### src/rtl/fetch_pkg.sv
// Shared types and decode helpers for the fetch/pre-decode stage.
// Instruction layout: opcode[15:12], rt[11:8], ra[7:4], rb[3:0], imm[7:0].
package fetch_pkg;

  localparam logic [3:0] OP_HALT = 4'd15;

  typedef enum logic {
    S_RUN    = 1'b0,
    S_HALTED = 1'b1
  } fetch_state_e;

  typedef struct packed {
    logic [3:0] opcode;
    logic [3:0] rt;
    logic [3:0] ra;
    logic [3:0] rb;
    logic [7:0] imm;
    logic       uses_ra;
    logic       uses_rb;
    logic       writes_rt;
    logic       is_ld_str;
    logic       is_fxu;
    logic       is_branch;
    logic       is_halt;
  } slot_dec_t;

  function automatic logic [3:0] get_opcode(input logic [15:0] instr);
    return instr[15:12];
  endfunction

  function automatic slot_dec_t decode_slot(input logic [15:0] instr);
    slot_dec_t d;
    d.opcode    = get_opcode(instr);
    d.rt        = instr[11:8];
    d.ra        = instr[7:4];
    d.rb        = instr[3:0];
    d.imm       = instr[7:0];
    d.uses_ra   = d.opcode inside {4'd0, 4'd1, 4'd2, 4'd3, 4'd4, 4'd8, 4'd9, 4'd10, 4'd11};
    d.uses_rb   = d.opcode inside {4'd0, 4'd1, 4'd4};
    d.writes_rt = d.opcode inside {4'd0, 4'd1, 4'd2, 4'd4, 4'd5, 4'd6};
    d.is_ld_str = d.opcode inside {4'd2, 4'd3};
    d.is_fxu    = d.opcode inside {4'd0, 4'd1, 4'd4, 4'd5, 4'd6};
    d.is_branch = d.opcode inside {4'd8, 4'd9, 4'd10, 4'd11};
    d.is_halt   = (d.opcode == OP_HALT);
    return d;
  endfunction

endpackage

### src/rtl/group_dep_resolver.sv
// Intra-group dependency resolution: each slot's ra/rb is mapped to the ROB tag
// of the youngest older slot writing that register, else to the slot's own tag.
module group_dep_resolver #(
  parameter int FETCH_W   = 4,
  parameter int ROB_IDX_W = 4
) (
  input  logic [FETCH_W*4-1:0]         rt_flat,
  input  logic [FETCH_W*4-1:0]         ra_flat,
  input  logic [FETCH_W*4-1:0]         rb_flat,
  input  logic [FETCH_W-1:0]           writes_rt,
  input  logic [FETCH_W-1:0]           uses_ra,
  input  logic [FETCH_W-1:0]           uses_rb,
  input  logic [ROB_IDX_W-1:0]         rob_tail,
  output logic [FETCH_W-1:0]           ra_dep,
  output logic [FETCH_W-1:0]           rb_dep,
  output logic [FETCH_W*ROB_IDX_W-1:0] ra_owner_flat,
  output logic [FETCH_W*ROB_IDX_W-1:0] rb_owner_flat
);

  // NOTE: every output gets a default before the loops so no path leaves it unassigned (no latch).
  always_comb begin
    ra_dep        = '0;
    rb_dep        = '0;
    ra_owner_flat = '0;
    rb_owner_flat = '0;
    for (int i = 0; i < FETCH_W; i++) begin
      ra_owner_flat[ROB_IDX_W*i +: ROB_IDX_W] = rob_tail + ROB_IDX_W'(i);
      rb_owner_flat[ROB_IDX_W*i +: ROB_IDX_W] = rob_tail + ROB_IDX_W'(i);
      // Ascending scan: a later (younger) matching producer overrides an earlier one.
      for (int j = 0; j < FETCH_W; j++) begin
        if (j < i && writes_rt[j]) begin
          if (uses_ra[i] && rt_flat[4*j +: 4] == ra_flat[4*i +: 4]) begin
            ra_dep[i] = 1'b1;
            ra_owner_flat[ROB_IDX_W*i +: ROB_IDX_W] = rob_tail + ROB_IDX_W'(j);
          end
          if (uses_rb[i] && rt_flat[4*j +: 4] == rb_flat[4*i +: 4]) begin
            rb_dep[i] = 1'b1;
            rb_owner_flat[ROB_IDX_W*i +: ROB_IDX_W] = rob_tail + ROB_IDX_W'(j);
          end
        end
      end
    end
  end

endmodule

### src/rtl/fetch_group_unit.sv
// Fetch/pre-decode stage: sizes each group to buffer space and the first halt,
// resolves intra-group dependencies and registers the decoded group.
module fetch_group_unit
  import fetch_pkg::*;
#(
  parameter int FETCH_W   = 4,
  parameter int PC_W      = 16,
  parameter int ROB_IDX_W = 4,
  localparam int CNT_W    = $clog2(FETCH_W + 1)
) (
  input  logic                         clk,
  input  logic                         rst,
  input  logic                         redirect_valid,
  input  logic [PC_W-1:0]              redirect_pc,
  input  logic [CNT_W-1:0]             ib_free,
  input  logic [ROB_IDX_W-1:0]         rob_tail,
  output logic [FETCH_W*PC_W-1:0]      pc_to_icache_flat,
  input  logic [FETCH_W*16-1:0]        instr_flat,
  output logic [CNT_W-1:0]             out_cnt,
  output logic [FETCH_W*4-1:0]         opcode_out_flat,
  output logic [FETCH_W*4-1:0]         rt_out_flat,
  output logic [FETCH_W*4-1:0]         ra_out_flat,
  output logic [FETCH_W*4-1:0]         rb_out_flat,
  output logic [FETCH_W*8-1:0]         imm_out_flat,
  output logic [FETCH_W-1:0]           ra_dep_out_flat,
  output logic [FETCH_W-1:0]           rb_dep_out_flat,
  output logic [FETCH_W*ROB_IDX_W-1:0] ra_owner_out_flat,
  output logic [FETCH_W*ROB_IDX_W-1:0] rb_owner_out_flat,
  output logic [FETCH_W-1:0]           uses_ra_out_flat,
  output logic [FETCH_W-1:0]           uses_rb_out_flat,
  output logic [FETCH_W-1:0]           writes_rt_out_flat,
  output logic [FETCH_W-1:0]           is_ld_str_out_flat,
  output logic [FETCH_W-1:0]           is_fxu_out_flat,
  output logic [FETCH_W-1:0]           is_branch_out_flat,
  output logic [FETCH_W-1:0]           is_halt_out_flat,
  output logic                         halted
);

  fetch_state_e              state_q, state_d;
  logic [PC_W-1:0]           pc_q, pc_d;
  logic [CNT_W-1:0]          lim, n_run, cnt_d;
  logic                      halt_hit;
  slot_dec_t                 dec [FETCH_W];
  logic [FETCH_W*4-1:0]      rt_flat, ra_flat, rb_flat;
  logic [FETCH_W-1:0]        wr_v, ura_v, urb_v, ra_dep, rb_dep;
  logic [FETCH_W*ROB_IDX_W-1:0] ra_own, rb_own;

  always_comb begin
    pc_to_icache_flat = '0;
    rt_flat = '0;
    ra_flat = '0;
    rb_flat = '0;
    wr_v    = '0;
    ura_v   = '0;
    urb_v   = '0;
    for (int i = 0; i < FETCH_W; i++) begin
      pc_to_icache_flat[PC_W*i +: PC_W] = pc_q + PC_W'(2 * i);
      dec[i]         = decode_slot(instr_flat[16*i +: 16]);
      rt_flat[4*i +: 4] = dec[i].rt;
      ra_flat[4*i +: 4] = dec[i].ra;
      rb_flat[4*i +: 4] = dec[i].rb;
      wr_v[i]  = dec[i].writes_rt;
      ura_v[i] = dec[i].uses_ra;
      urb_v[i] = dec[i].uses_rb;
    end
  end

  group_dep_resolver #(.FETCH_W(FETCH_W), .ROB_IDX_W(ROB_IDX_W)) u_dep (
    .rt_flat       (rt_flat),
    .ra_flat       (ra_flat),
    .rb_flat       (rb_flat),
    .writes_rt     (wr_v),
    .uses_ra       (ura_v),
    .uses_rb       (urb_v),
    .rob_tail      (rob_tail),
    .ra_dep        (ra_dep),
    .rb_dep        (rb_dep),
    .ra_owner_flat (ra_own),
    .rb_owner_flat (rb_own)
  );

  // Group size: buffer space capped at FETCH_W, then cut just after the first halt.
  always_comb begin
    lim      = (ib_free > CNT_W'(FETCH_W)) ? CNT_W'(FETCH_W) : ib_free;
    n_run    = '0;
    halt_hit = 1'b0;
    for (int i = 0; i < FETCH_W; i++) begin
      if (!halt_hit && i < int'(lim)) begin
        n_run    = CNT_W'(i + 1);
        halt_hit = dec[i].is_halt;
      end
    end
  end

  always_comb begin
    state_d = state_q;
    pc_d    = pc_q;
    cnt_d   = '0;
    if (redirect_valid) begin
      state_d = S_RUN;
      pc_d    = redirect_pc;
    end else if (state_q == S_RUN) begin
      cnt_d = n_run;
      pc_d  = pc_q + (PC_W'(n_run) << 1);
      if (halt_hit) state_d = S_HALTED;
    end
  end

  // NOTE: sequential state uses non-blocking assignments so every register samples pre-edge values.
  always_ff @(posedge clk) begin
    if (rst) begin
      state_q <= S_RUN;
      pc_q    <= '0;
    end else begin
      state_q <= state_d;
      pc_q    <= pc_d;
    end
  end

  assign halted = (state_q == S_HALTED);

  // Slots beyond the group are cleared so the consumer never sees stale fields.
  always_ff @(posedge clk) begin
    if (rst) begin
      out_cnt            <= '0;
      opcode_out_flat    <= '0;
      rt_out_flat        <= '0;
      ra_out_flat        <= '0;
      rb_out_flat        <= '0;
      imm_out_flat       <= '0;
      ra_dep_out_flat    <= '0;
      rb_dep_out_flat    <= '0;
      ra_owner_out_flat  <= '0;
      rb_owner_out_flat  <= '0;
      uses_ra_out_flat   <= '0;
      uses_rb_out_flat   <= '0;
      writes_rt_out_flat <= '0;
      is_ld_str_out_flat <= '0;
      is_fxu_out_flat    <= '0;
      is_branch_out_flat <= '0;
      is_halt_out_flat   <= '0;
    end else begin
      out_cnt <= cnt_d;
      for (int i = 0; i < FETCH_W; i++) begin
        if (i < int'(cnt_d)) begin
          opcode_out_flat[4*i +: 4]   <= dec[i].opcode;
          rt_out_flat[4*i +: 4]       <= dec[i].rt;
          ra_out_flat[4*i +: 4]       <= dec[i].ra;
          rb_out_flat[4*i +: 4]       <= dec[i].rb;
          imm_out_flat[8*i +: 8]      <= dec[i].imm;
          ra_dep_out_flat[i]          <= ra_dep[i];
          rb_dep_out_flat[i]          <= rb_dep[i];
          ra_owner_out_flat[ROB_IDX_W*i +: ROB_IDX_W] <= ra_own[ROB_IDX_W*i +: ROB_IDX_W];
          rb_owner_out_flat[ROB_IDX_W*i +: ROB_IDX_W] <= rb_own[ROB_IDX_W*i +: ROB_IDX_W];
          uses_ra_out_flat[i]         <= dec[i].uses_ra;
          uses_rb_out_flat[i]         <= dec[i].uses_rb;
          writes_rt_out_flat[i]       <= dec[i].writes_rt;
          is_ld_str_out_flat[i]       <= dec[i].is_ld_str;
          is_fxu_out_flat[i]          <= dec[i].is_fxu;
          is_branch_out_flat[i]       <= dec[i].is_branch;
          is_halt_out_flat[i]         <= dec[i].is_halt;
        end else begin
          opcode_out_flat[4*i +: 4]   <= '0;
          rt_out_flat[4*i +: 4]       <= '0;
          ra_out_flat[4*i +: 4]       <= '0;
          rb_out_flat[4*i +: 4]       <= '0;
          imm_out_flat[8*i +: 8]      <= '0;
          ra_dep_out_flat[i]          <= 1'b0;
          rb_dep_out_flat[i]          <= 1'b0;
          ra_owner_out_flat[ROB_IDX_W*i +: ROB_IDX_W] <= '0;
          rb_owner_out_flat[ROB_IDX_W*i +: ROB_IDX_W] <= '0;
          uses_ra_out_flat[i]         <= 1'b0;
          uses_rb_out_flat[i]         <= 1'b0;
          writes_rt_out_flat[i]       <= 1'b0;
          is_ld_str_out_flat[i]       <= 1'b0;
          is_fxu_out_flat[i]          <= 1'b0;
          is_branch_out_flat[i]       <= 1'b0;
          is_halt_out_flat[i]         <= 1'b0;
        end
      end
    end
  end

endmodule

### config.mk
export PLATFORM = sky130hd
export DESIGN_NAME = fetch_group_unit
export DESIGN_NICKNAME = d
export VERILOG_FILES = /design/src/rtl/fetch_pkg.sv /design/src/rtl/group_dep_resolver.sv /design/src/rtl/fetch_group_unit.sv
export SDC_FILE = /design/constraint.sdc
export NUM_CORES = 1
export LEC_CHECK = 0
export ABC_AREA = 1
export BUFFER_PORTS_ARGS = -buffer_cell sky130_fd_sc_hd__clkbuf_2
export CAP_MARGIN = 15
export CORE_MARGIN = 2
export CORE_UTILIZATION = 43
export DETAILED_ROUTE_END_ITERATION = 10
export GPL_TIMING_DRIVEN = 0
export PLACE_DENSITY = 0.81
export SLEW_MARGIN = 40
export SYNTH_ARGS = -nofsm -noshare
export SYNTH_HDL_FRONTEND = slang
export SYNTH_SLANG_ARGS = --single-unit
### constraint.sdc
create_clock -name clk -period 3 [get_ports clk]
set_input_delay 0.9 -clock clk [delete_from_list [all_inputs] [get_ports clk]]
set_output_delay 0.9 -clock clk [all_outputs]
set_load 0.02 [all_outputs]
==> qor.yml <==
fin_nets: 1451
fmax_mhz: 335
routed_wl_microns: 24300
slowest_delay_ns: 0.36
synthMuxAreaShare: 0
status: "completed"
ant_nets: 0
slew_violations: 0
r2r_slack_ns: 0.94
portBuffers: 313
rsz0062_at_grt: "yes"
ys_seq_area_frac: 0.408
post-place-ws_ns: -0.627
avgSynthCellArea_sq_um: 7.17
placed_area_sq_mm: 0.00902
first_iter_violations: 645
hp-start: "pc_q[12]$_SDFFE_PP0N_"
synth_warnings: 0
critPathArrivalTime_ns: 2.08
startpoint: "pc_q[1]$_SDFFE_PP0N_"
cts_root_buffer: "clkbuf_16"
syn-cell-area_sq_mm: 0.00717
initial_core_util: 0.435
yosys.area.top_type: "dfxtp_1"
worst_slew_pin_slew_ns: 0.589
crit_path_end_kind: "output port"
drive_gt1_frac: 0.365
antenna_found_initial: 0
critPathMaxFanout: 10
rr_startpoint: "pc_q[1]$_SDFFE_PP0N_"
cts_buffers: 17
post-dp-hpwl_microns: 18700
clock-sinks: 146
synthSimpleGateAreaFrac: 0.273
drc: 0
yosys_register_bits: 146
synthCells: 1000
worstPathRequired_ns: 2.10
rows: 47
critPathCapture: "pc_to_icache_flat[61]"
synth_top_area_frac: 0.408
first_pass_iters: 7
synth_fa_ha_area_frac: 0.0220
critPathLaunchType: "flop"
fin_area_sq_mm: 0.00990
die_area_sq_mm: 0.0177
final.period_utilization: 0.994
critPathKind: "reg2out"
maxSlewHeadroom: 0.607
vias_per_cell: 5.00
rr_endpoint: "pc_q[11]$_SDFFE_PP0N_"
hp-class: "reg2reg"
path_cells: "clkbuf_8 -> inv_1 -> ha_2 -> nor2_2 -> nand2_2 -> nor3_2 -> xor2_1 -> clkbuf_2"
io_pins: 322
ys_top_cells_by_area: "dfxtp_1 (41%), nand2_1 (11%), nor2_1 (7.0%)"
clk_pin_slew_ns: 0.06
setup_slack_ns: 0.0177
grt_start_max_net_pins: 17
die_h_microns: 133
total_power_mw: 5.22
diodes: 0
grt_pass1_vias: 7184
max_cap_viol_count: 0
grt_pass1_wl_microns: 36300
reg2reg_depth: 13
skew_ns: 0.00933
core_sq_mm: 0.0165
final_hold_viol_count: 0
finalCriticalPeriod_ns: 2.98
via_count: 7905
cts.htree.levels: 4
clockBufferDepth: 2
cts_tree: "done"
insertion_delay_ns: 0.42
gp_congestion: 0.954
area_delta_synth_final_pct: 38.1
track_usage: 0.264
crit_path_top_delay_cell: "dfxtp_4"
overflow: 0
final_util: 0.601
die_x_microns: 133
synth_top_family_by_area: "simple AND/OR/NAND/NOR gates"
power_density_mw_per_mm2: 527
synthXorXnorAreaFrac: 0.0770
setup_viol: 0
synth_compound_area_frac: 0.0845
wl_per_cell_microns: 15.4
ir_worst_vdd_mv: 0.380
power_leakage_nw: 5.42
ys_types: 40
==> cell usage after synthesis, drive strengths merged <==
master	number
nand2	219
nor2	151
dfxtp	146
inv	129
buf	65
nand3	63
a21oi	60
xor2	52
o21ai	27
nor3	12
ha	11
xnor2	11
a21boi	10
clkbuf	10
nand4	10
a31oi	9
nand3b	2
nor4	2
a211oi	1
a22o	1
and2	1
and3	1
conb	1
fa	1
nand2b	1
nor3b	1
o211ai	1
o31ai	1
or2	1
==> metal layers <==
layer	global-route usage	routed length [microns]	vias up
li1	-	-	3772
met5	0	0	-
met4	0.131	1010	0
met1	0.313	9480	3580
met2	0.436	11400	475
met3	0.0788	2390	78
==> per-stage QoR <==
step                setup TNS [ns]  hold slack (ns)  std cells
finish                           0            0.534       1582
global route                -0.188            0.554       1582
CTS                      -0.000967            0.571       1569
detailed placement           -2.45            0.563       1534
global placement             -2.05            0.561       1534
floorplan                        0            0.556       1001
==> worst max-delay path, delay by kind of cell, from the launching register on <==
family | cells | cell delay [ns]
xor+xnor | 1 | 0.18
fa+ha+maj | 1 | 0.21
buf+inv | 3 | 0.44
flops | 1 | 0.36
simple gates | 3 | 0.47
==> state kept, by name, summed over array words and instances, names as in the netlist, 12 cells and up <==
signal,count
opcode_out_flat,16
pc_q,16
ra_out_flat,16
ra_owner_out_flat,12
rb_out_flat,12
rb_owner_out_flat,16
rt_out_flat,16
==> how the worst min path moves through the flow <==
stage,slack [ns],to,cells past startpoint
5_1_grt,0.55,pc_q[6]$_SDFFE_PP0N_,2
2_1_floorplan,0.56,pc_q[1]$_SDFFE_PP0N_,2
3_3_place_gp,0.56,pc_q[6]$_SDFFE_PP0N_,2
4_1_cts,0.57,pc_q[6]$_SDFFE_PP0N_,2
3_5_place_dp,0.56,pc_q[6]$_SDFFE_PP0N_,2
6_report,0.53,pc_q[12]$_SDFFE_PP0N_,2
==> power by group <==
part           switching (mW)  internal (mW)
registers              0.0524           2.02
clock network           0.908           1.19
logic                   0.679          0.360
total                    1.64           3.58
==> cell families (layout without fill, tap and decap cells) <==
family / count (synthesis) / in the layout
adder cells (fa/ha/maj): 12 / 12
buffers and inverters: 204 / 565
other: 1 / 2
XOR/XNOR: 63 / 63
AND/OR/NAND/NOR: 464 / 464
flip-flops: 146 / 146
AO/OA/AOI/OAI: 110 / 110
==> cell usage in the layout (no fill, tap or decap), drive strengths merged, types with 2 or more instances in the layout <==
| cell type | count |
|---|---|
| a21oi | 60 |
| xnor2 | 11 |
| buf | 86 |
| nand4 | 10 |
| a31oi | 9 |
| inv | 137 |
| a21boi | 10 |
| dfxtp | 146 |
| nor3 | 12 |
| o21ai | 27 |
| nand2 | 219 |
| nor4 | 2 |
| ha | 11 |
| nand3 | 63 |
| clkinvlp | 2 |
| clkbuf | 336 |
| conb | 2 |
| nand3b | 2 |
| nor2 | 151 |
| xor2 | 52 |
| clkinv | 3 |
==> layout make-up <==
| cell class | count | area [sq um] |
|---|---|---|
| Buffer | 74 | 512 |
| Clock buffer | 18 | 439 |
| Clock inverter | 14 | 143 |
| Fill cell | 1470 | 6570 |
| Inverter | 129 | 487 |
| Multi-Input combinational cell | 651 | 3400 |
| Sequential cell | 146 | 2940 |
| Tap cell | 220 | 275 |
| Timing Repair Buffer | 330 | 1700 |
==> timing repair <==
action	in CTS	in global routing
pin swaps	0	12
cloned	0	0
endpoints found under the hold margin	0	0
endpoints found under the setup margin	23	21
resized for setup	30	39
buffers inserted	3	14
hold buffers	0	0
No activity file was read; power rests on OpenSTA's default activity.
